==> src/rtl/cotm32_pkg.sv <==
// cotm32_pkg: shared types for the load/store unit
package cotm32_pkg;
  localparam int XLEN = 32;
  typedef enum logic [3:0] {
    LB  = 4'b0000,
    LH  = 4'b0001,
    LW  = 4'b0010,
    LBU = 4'b0100,
    LHU = 4'b0101,
    SB  = 4'b1000,
    SH  = 4'b1001,
    SW  = 4'b1010
  } lsu_op_t;
  typedef enum logic [1:0] {
    S_IDLE = 2'd0,
    S_BUS  = 2'd1,
    S_RESP = 2'd2
  } lsu_state_t;
endpackage

==> src/rtl/lsu_align.sv <==
// lsu_align: misalignment check, byte enables, store replication and load extension
module lsu_align
  import cotm32_pkg::*;
(
  input  lsu_op_t         i_op,
  input  logic [1:0]      i_addr,
  input  logic [XLEN-1:0] i_wdata,
  input  logic [XLEN-1:0] i_rdata,
  output logic            o_misalign,
  output logic [3:0]      o_be,
  output logic [XLEN-1:0] o_wdata,
  output logic [XLEN-1:0] o_rdata
);
  logic [1:0]      w_size;
  logic            w_uns;
  logic [XLEN-1:0] w_sh;
  always_comb begin
    w_size     = i_op[1:0];
    w_uns      = i_op[2];
    w_sh       = i_rdata >> {i_addr, 3'b000};
    o_misalign = (w_size == 2'b01 && i_addr[0]) || (w_size[1] && i_addr != 2'b00);
    o_be       = w_size == 2'b00 ? 4'b0001 << i_addr :
                 w_size == 2'b01 ? (i_addr[1] ? 4'b1100 : 4'b0011) : 4'b1111;
    o_wdata    = w_size == 2'b00 ? {4{i_wdata[7:0]}} :
                 w_size == 2'b01 ? {2{i_wdata[15:0]}} : i_wdata;
    o_rdata    = i_op[3] ? '0 :
                 w_size == 2'b00 ? {{(XLEN-8){~w_uns & w_sh[7]}}, w_sh[7:0]} :
                 w_size == 2'b01 ? {{(XLEN-16){~w_uns & w_sh[15]}}, w_sh[15:0]} : w_sh;
  end
endmodule

==> config.mk <==
export PLATFORM = sky130hd
export DESIGN_NAME = lsu_align
export DESIGN_NICKNAME = d
export VERILOG_FILES = /design/src/rtl/cotm32_pkg.sv /design/src/rtl/lsu_align.sv
export SDC_FILE = /design/constraint.sdc
export NUM_CORES = 1
export LEC_CHECK = 0
export ABC_AREA = 1
export CAP_MARGIN = 20
export CORE_MARGIN = 2
export CORE_UTILIZATION = 25
export DETAILED_ROUTE_END_ITERATION = 8
export PLACE_DENSITY = 0.83
export SLEW_MARGIN = 0
export SYNTH_ARGS = -nofsm -noshare
export SYNTH_HDL_FRONTEND = slang
export SYNTH_SLANG_ARGS = --single-unit
export TNS_END_PERCENT = 50
==> constraint.sdc <==
create_clock -name vclk -period 4.1
set_input_delay 1.23 -clock vclk [all_inputs]
set_output_delay 1.23 -clock vclk [all_outputs]
set_load 0.005 [all_outputs]
==> results of run 1 <==
==> critical path, cell delays in order <==
cell and delay (ps):
clkdlybuf4s50_1 470, inv_1 70, nand2_2 80, nand3_2 90, nand2_2 90, nand2_4 70, nand2_8 120, nand2_8 90
nor2_2 140, clkdlybuf4s50_1 510
==> per-stage QoR <==
stage	cell area (sq um)	utilization, %	hold WS [ps]	total power [mW]
after detailed placement	2880	56.4	3350	0.332
after global routing	3190	62.4	3170	0.400
after global placement	2880	56.4	3360	0.329
after CTS	2980	58.3	3260	0.343
after floorplan	1330	-	2540	0.126
final	3190	62.4	3100	0.371
==> cells in the final DEF, fill, tap and decap left out, types with 8 or more instances in the layout <==
cell,Yosys,routed
dlygate4sd2_1,0,15
buf_6,3,8
dlymetal6s2s_1,0,11
nand3_1,10,10
nor2_1,26,12
inv_1,28,27
clkdlybuf4s50_1,0,109
nand2_1,136,131
o21ai_0,25,25
a21oi_1,9,9
nor2_2,1,10
buf_4,10,33
==> logic make-up after synthesis <==
family,Yosys count
buffers and inverters,56
and+or+nand+nor,182
AOI/OAI and AO/OA,49
==> power breakdown <==
group | total (mW) | switching [mW] | internal (mW)
logic | 0.371 | 0.160 | 0.210
clock network | 0 | 0 | 0
registers | 0 | 0 | 0
total | 0.371 | 0.160 | 0.210
==> cell type report <==
cell class / instances / area (sq um) / share of cell area (%)
inverters: 30 / 118 / 3.69
multi-input cells: 234 / 1200 / 37.6
well taps: 70 / 87.6 / 2.75
repair buffers: 183 / 1780 / 56.0
==> per-layer routing <==
layer	track usage (%)	vias up	wire [um]
li1	-	1220	-
met1	27.5	1091	2860
met2	38.1	132	3470
met3	2.94	18	617
met4	3.64	0	163
met5	0	-	0
==> worst max-delay path by stage <==
stage / start / endpoint / slack, ps / depth (start not counted)
CTS: i_addr[0] / o_rdata[23] / -220 / 11
global route: i_rdata[31] / o_rdata[20] / -130 / 10
detailed placement: i_addr[0] / o_rdata[23] / -270 / 11
floorplan: i_addr[0] / o_rdata[24] / 800 / 9
finish: i_rdata[31] / o_rdata[23] / -90 / 10
global placement: i_addr[0] / o_rdata[23] / -240 / 11
==> timing repair <==
action | 4_1_cts | 5_1_grt
pin swaps | 4 | 4
setup buffers | 2 | 12
cloned | 2 | 1
gates resized for setup | 46 | 35
setup endpoints to repair | 36 | 42
==> run metrics, run 1 <==
status=complete, but fails checks; failing checks=negative setup slack; Rows=26; post-synthesis mux area share=0%; routed len/inst=roughly 14 um; post-synthesis adder-cell area fraction=0%; Cells after Synth=around 290; share of cells above drive strength 1=a little under a fifth; Core Box Area=a little over 5000 sq um; GPL Wtd Cong=about 0.93; TritonRoute pass-1 iters=5; WHS Endpoint=o_rdata[11]; Critical Path End Type=output pin; # Max-Cap Violations=0; Final Max Tran Viols=0; DRC=0; clock buffer count in the final layout=0; Worst setup SP type=input port; initial core utilization=about a quarter; critical path arrival=2960 ps; initial drt markers=between 150 and 200; XOR/XNOR share of the synthesized area=0%; die height=between 70 and 80 um; crit path time final=between 4000 and 5000 ps; top-count cell post-synth=nand2_1; Via density=4.76; DP Worst Slack=-267 ps; main combinational cell family by area after synthesis=simple AND/OR/NAND/NOR gates; largest net degree at the start of global routing=24; PnR worst setup slack=-90.4 ps; nets@finish=519; GRT Total Usage=a little over a fifth; Yosys cell types=23; Hold Path Class=input port to output pin; share of the synthesized area in the top cell type=38.5%; RSZ-0062 raised after global routing=yes; Pwr per Cell Area=116 nW/um^2; total number of vias=approximately 2,500; Fmax achieved=~240 MHz; Die ar.=around 5900 sq um; Compound-Gate Fraction of Synth Area=between 20% and 30%; top post-synthesis cells by area=nand2_1 38%, o21ai_0 9.4%, inv_1 7.9%, nor2_1 7.4%, buf_4 5.7%; total grt overflow=0; DRT antenna net count=0; syn_nets=357; max_slew headroom=67.2%; first-pass GRT wire length=~11 mm; worst slew pin tran=just under 500 ps; port bufs=139; sequential cell count=0; CP required=around 2900 ps; vias in the first global route=between 2,000 and 2,500; Avg Cell Area, Syn=between 4 and 5 sq um; largest area contributor in the synthesized netlist=nand2_1; hold path start=i_op[0]; top cells by count, synth=136 x nand2_1, 28 x inv_1, 26 x nor2_1, 25 x o21ai_0; initial antenna violation count=1; Inst Count DP=500; n_diodes=0; leakage power=1.69 nW; area grow syn2layout=140%; cts hold-fix bufs=0; sequential share of the synthesized area=0%; FILL cells=~470; final setup fails=7; Hold Path Cell Cnt=7; Ys Warns=0; fin crit share=102%; chip width=between 70 and 80 um; Post-DP HPWL=5.22 mm; IO Count=139; Max IR drop VDD=0.0599 mV; wirelength, routed=about 7.1 mm; setup TNS=-390 ps; area share of and/or/nand/nor cells after synthesis=a little under three fifths; critical path peak fanout=6; Reg area=0 sq um; Final Hold Viols=0; Final Instance Count excl. Fillers=517; critical path class=input port to output pin; area of the mapped netlist=about 1300 sq um
Note: power is estimated with default switching activity, not from simulation.
==> inputs of run 2 (changes only) <==
- clock period: 4.1 -> 5.05 ns (I/O delays scaled with it)
==> run 2 against run 1 <==
  * The flow now finishes without violations
  * Cell count decreased by 6.4%
  * Worst hold slack improved by 820 ps
  * Via count decreased by 9.7%
  * Worst setup slack improved by 260 ps
  * Routed wire length decreased by 11%
  * Sequential share of layout area unchanged
  * Die area unchanged
  * Sequential cell count unchanged
  * Combinational power decreased by 28%
  * Critical path depth unchanged
  * Core utilization decreased by 7.4 points
  * Critical path type unchanged
  * Largest power group unchanged
==> run metrics, run 2 (synthesis results as in run 1) <==
Sequential Power Share=0%; PnR worst setup slack=~170 ps; critical path's top delay family=buffers and inverters; wirelength, routed=roughly 6.3 mm; Buf/Inv on CP=3; most common cell after layout, fill and taps aside=clkdlybuf4s50_1; # Max-Cap Violations=0; DRT antenna net count=0; leakage power=about 1.3 nW; DRC=0; routed len/inst=between 10 and 15 um; Reg area=0 sq um; max_slew headroom=about two thirds; Fmax achieved=205 MHz; slowest stage cell, crit path=clkdlybuf4s50_1; sequential cell count=0; initial core utilization=approximately 26%; share of cells above drive strength 1=6.76%; clock buffer count in the final layout=0; Critical Path End Type=output pin; initial antenna violation count=0; Internal=0.156 mW; Finished Cell Area=approximately 2800 sq um; final setup fails=0; Die ar.=5910 sq um; IO Count=139; port bufs=139; GPL Wtd Cong=around 0.85; Clock Power Share=0%; die height=roughly 77 um; setup TNS=0 ps; TritonRoute pass-1 iters=4; Final Max Tran Viols=0; Pwr per Cell Area=between 90 and 100 nW/um^2; Max IR drop VDD=approximately 0.041 mV; Worst setup SP type=input port; cts hold-fix bufs=0; Final Hold Viols=0; status=completed; most frequent cells in the layout=138 x clkdlybuf4s50_1, 136 x nand2_1, 28 x inv_1; critical path arrival=3370 ps; Critical Path Max Stage Delay=around 510 ps; Rows=26; total grt overflow=0; GRT Total Usage=between 10% and 20%; CP required=~3500 ps; n_diodes=0; placed cell area=2740 sq um; nets@finish=486; initial drt markers=116; Core Box Area=a little over 5000 sq um; chip width=about 77 um; RSZ-0062 raised after global routing=no; Switching Fraction=41.3%; critical path peak fanout=16; Hold Path Class=input port to output pin; cell chain of the critical path=clkdlybuf4s50_1 -> buf_4 -> nor2_4 -> nand2_1 -> nand3_2 -> nand2_2 -> nand2_4 -> nand2_1 -> nor2_2 -> clkdlybuf4s50_1; critical path class=input port to output pin; Logic pwr share=between 90% and 100%; Via density=4.59; crit path time final=just under 5000 ps; Post-DP HPWL=~5.0 mm; fin crit share=between 90 and 100%; vias in the first global route=between 2,000 and 2,500; DP Worst Slack=roughly 32 ps; total number of vias=between 2,000 and 2,500; worst slew pin tran=498 ps; largest net degree at the start of global routing=28; first-pass GRT wire length=roughly 9.9 mm; Net Switching=between 0.1 and 0.15 mW; area grow syn2layout=111%
## run 2: cell count changes in the layout (fill, tap and decap cells not counted), moves of 4 or more
| cell | before | now |
|---|---|---|
| buf_4 | 33 | 10 |
| dlymetal6s2s_1 | 11 | 1 |
| nand2_1 | 131 | 136 |
| nor2_4 | 7 | 2 |
| clkdlybuf4s50_1 | 109 | 138 |
| buf_6 | 8 | 0 |
| nor2_1 | 12 | 23 |
| nor2_2 | 10 | 4 |
| nand2_8 | 5 | 1 |
| dlygate4sd2_1 | 15 | 0 |
## run 2: power groups by stage
stage	Combinational, mW	Sequential (mW)	Clock, mW
6_report	0.266	0	0
2_1_floorplan	0.103	0	0
5_1_grt	0.290	0	0
3_5_place_dp	0.258	0	0
3_3_place_gp	0.256	0	0
4_1_cts	0.260	0	0
## run 2: worst paths after layout
kind                        from          end  slack [ps]  depth (start not counted)
worst min-delay path  i_wdata[7]   o_wdata[7]        3920                          2
worst max-delay path   i_addr[1]  o_rdata[31]         170                         10
## run 2: routing by layer
metal | wire [um] | global-route usage [%] | part of all wire (%) | vias to the layer above
met5 | 0 | 0 | 0 | -
met4 | 95 | 2.36 | 1.5 | 0
met3 | 408 | 3.18 | 6.4 | 8
met2 | 3060 | 36.5 | 48 | 94
met1 | 2780 | 24.9 | 44 | 978
li1 | - | - | - | 1143
## run 2: layout make-up
type,count,area (sq um)
timing repair buffer,153,1550
fill,523,2300
tap,70,87.6
inverter,30,118
multi-input combinational,231,1050
## run 2: stage by stage
stage                     std cells  power, mW  utilization (%)  hold WS (ps)
after floorplan                 287      0.103                -          3110
after global placement          481      0.256             53.6          3930
after detailed placement        481      0.258             53.6          3920
after CTS                       481      0.260             53.6          3930
after global routing            484      0.290             55.0          3960
final                           484      0.266             55.0          3920
## run 2: repair_timing
action,CTS,global route
setup endpoints to repair,0,19
setup buffers,0,2
resized for setup,0,5
==> inputs of run 3 (changes only) <==
- CORE_UTILIZATION: 25 -> 33
- PLACE_DENSITY: 0.83 -> 0.95
==> run 3 against run 2 <==
  * Critical path depth rose by 1
  * Cell count fell by 4.1%
  * Routed wire length rose by 1.1%
  * Worst hold slack improved by 10 ps
  * Critical path type unchanged
  * Largest cell class unchanged
  * Largest power group unchanged
  * Highest routed layer unchanged
==> run metrics, run 3 (synthesis results as in run 1) <==
worst slew pin tran=503 ps; total power=0.266 mW; die height=a little under 70 um; CP startpoint=i_addr[0]; Net Switching=around 0.11 mW; GRT Total Usage=roughly 27%; hold path start=i_wdata[6]; critical path arrival=3470 ps; fin crit share=between 90% and 100%; routed len/inst=approximately 14 um; wirelength, routed=between 6 and 7 mm; chip width=67.4 um; PnR worst setup slack=61.8 ps; vias in the first global route=around 2,300; initial antenna violation count=0; final setup fails=0; postcts setup bufs=0; TritonRoute pass-1 iters=5; Post-DP HPWL=between 5 and 6 mm; Rows=23; sequential cell count=0; Critical Path End Type=output pin; total grt overflow=0; Hold Path Cell Cnt=2; Via density=~5; initial drt markers=about 280; Internal=~0.15 mW; share of cells above drive strength 1=6.52%; Routed met3 length=roughly 470 um; DP Worst Slack=44.7 ps; DRC=0; GPL Wtd Cong=a little under 0.9; Logic pwr share=100.0%; nets@finish=between 400 and 500; DRT antenna net count=0; Clock Power Share=0%; max_slew headroom=66.4%; leakage power=approximately 1.3 nW; most common cell after layout, fill and taps aside=clkdlybuf4s50_1; most frequent cells in the layout=139 x clkdlybuf4s50_1, 136 x nand2_1, 28 x inv_1; RSZ-0062 raised after global routing=yes; status=completed; initial core utilization=about a third; IO Count=139; Switching Fraction=42.1%; critical path class=input port to output pin; area grow syn2layout=107%; port bufs=between 100 and 150; Die ar.=4550 sq um; critical path peak fanout=24; Worst setup SP type=input port; Max IR drop VDD=0.0588 mV; Final Max Tran Viols=0; Final Hold Viols=0; total number of vias=approximately 2,300; CP required=about 3500 ps; # Max-Cap Violations=0; Hold Path Class=input port to output pin; Top Metal Used=met4; Fmax achieved=roughly 200 MHz; Pwr per Cell Area=between 90 and 100 nW/um^2; crit path time final=about 5000 ps; first-pass GRT wire length=between 9 and 10 mm; met1 wire length=~2.6 mm; met2 routed wirelength=roughly 3.2 mm; Sequential Power Share=0%; Reg area=0 sq um; clock buffer count in the final layout=0; Core Box Area=3940 sq um; largest net degree at the start of global routing=25; n_diodes=0
-- run 3: changes by cell type in the layout (fill, tap and decap cells not counted), sizes merged --
cell           previous run  this run
clkdlybuf4s50           138       139
dlymetal6s2s              1         0
buf                      13        14
clkbuf                    1         0
-- run 3: layer usage --
| layer | GRT usage, % | vias to the layer above |
|---|---|---|
| li1 | - | 1147 |
| met1 | 31.9 | 1038 |
| met2 | 49.8 | 141 |
| met3 | 3.33 | 21 |
| met4 | 8.16 | 0 |
| met5 | 0 | - |
-- run 3: path summary, 6_finish.rpt --
path	endpoint	slack, ps
min	o_wdata[6]	3930
max	o_rdata[17]	60
-- run 3: area by class of cell --
class	instances	area, sq um
Tap cell	50	62.6
Fill cell	318	1190
Inverter	30	118
Multi-Input combinational cell	231	1050
Timing Repair Buffer	153	1520
-- run 3: metrics by stage --
stage	TNS, ps	util (%)	hold WS [ps]	cell area (sq um)	std cells
4_1_cts	0	69.0	3940	2720	464
3_5_place_dp	0	69.0	3930	2720	464
3_3_place_gp	0	69.0	3920	2720	464
2_1_floorplan	0	-	3110	1330	287
6_report	0	69.7	3930	2750	464
5_1_grt	-52.2	69.7	3960	2750	464
-- run 3: critical path, stage by stage --
cell and delay, ps:
clkdlybuf4s50_1 450, buf_4 180, inv_6 70, nand2_1 80, nand3_2 70, nand2_1 70, nand2_1 70, nand2_2 110
nand2_8 120, nor2_1 150, clkdlybuf4s50_1 560
-- run 3: power by group through the flow --
stage | Sequential (mW) | Combinational, mW | Clock (mW)
global placement | 0 | 0.254 | 0
floorplan | 0 | 0.103 | 0
detailed placement | 0 | 0.260 | 0
finish | 0 | 0.266 | 0
global route | 0 | 0.288 | 0
CTS | 0 | 0.261 | 0
-- run 3: timing repair --
action,CTS,global route
endpoints found under the setup margin,0,6
resized for setup,0,6
hold buffers,0,0
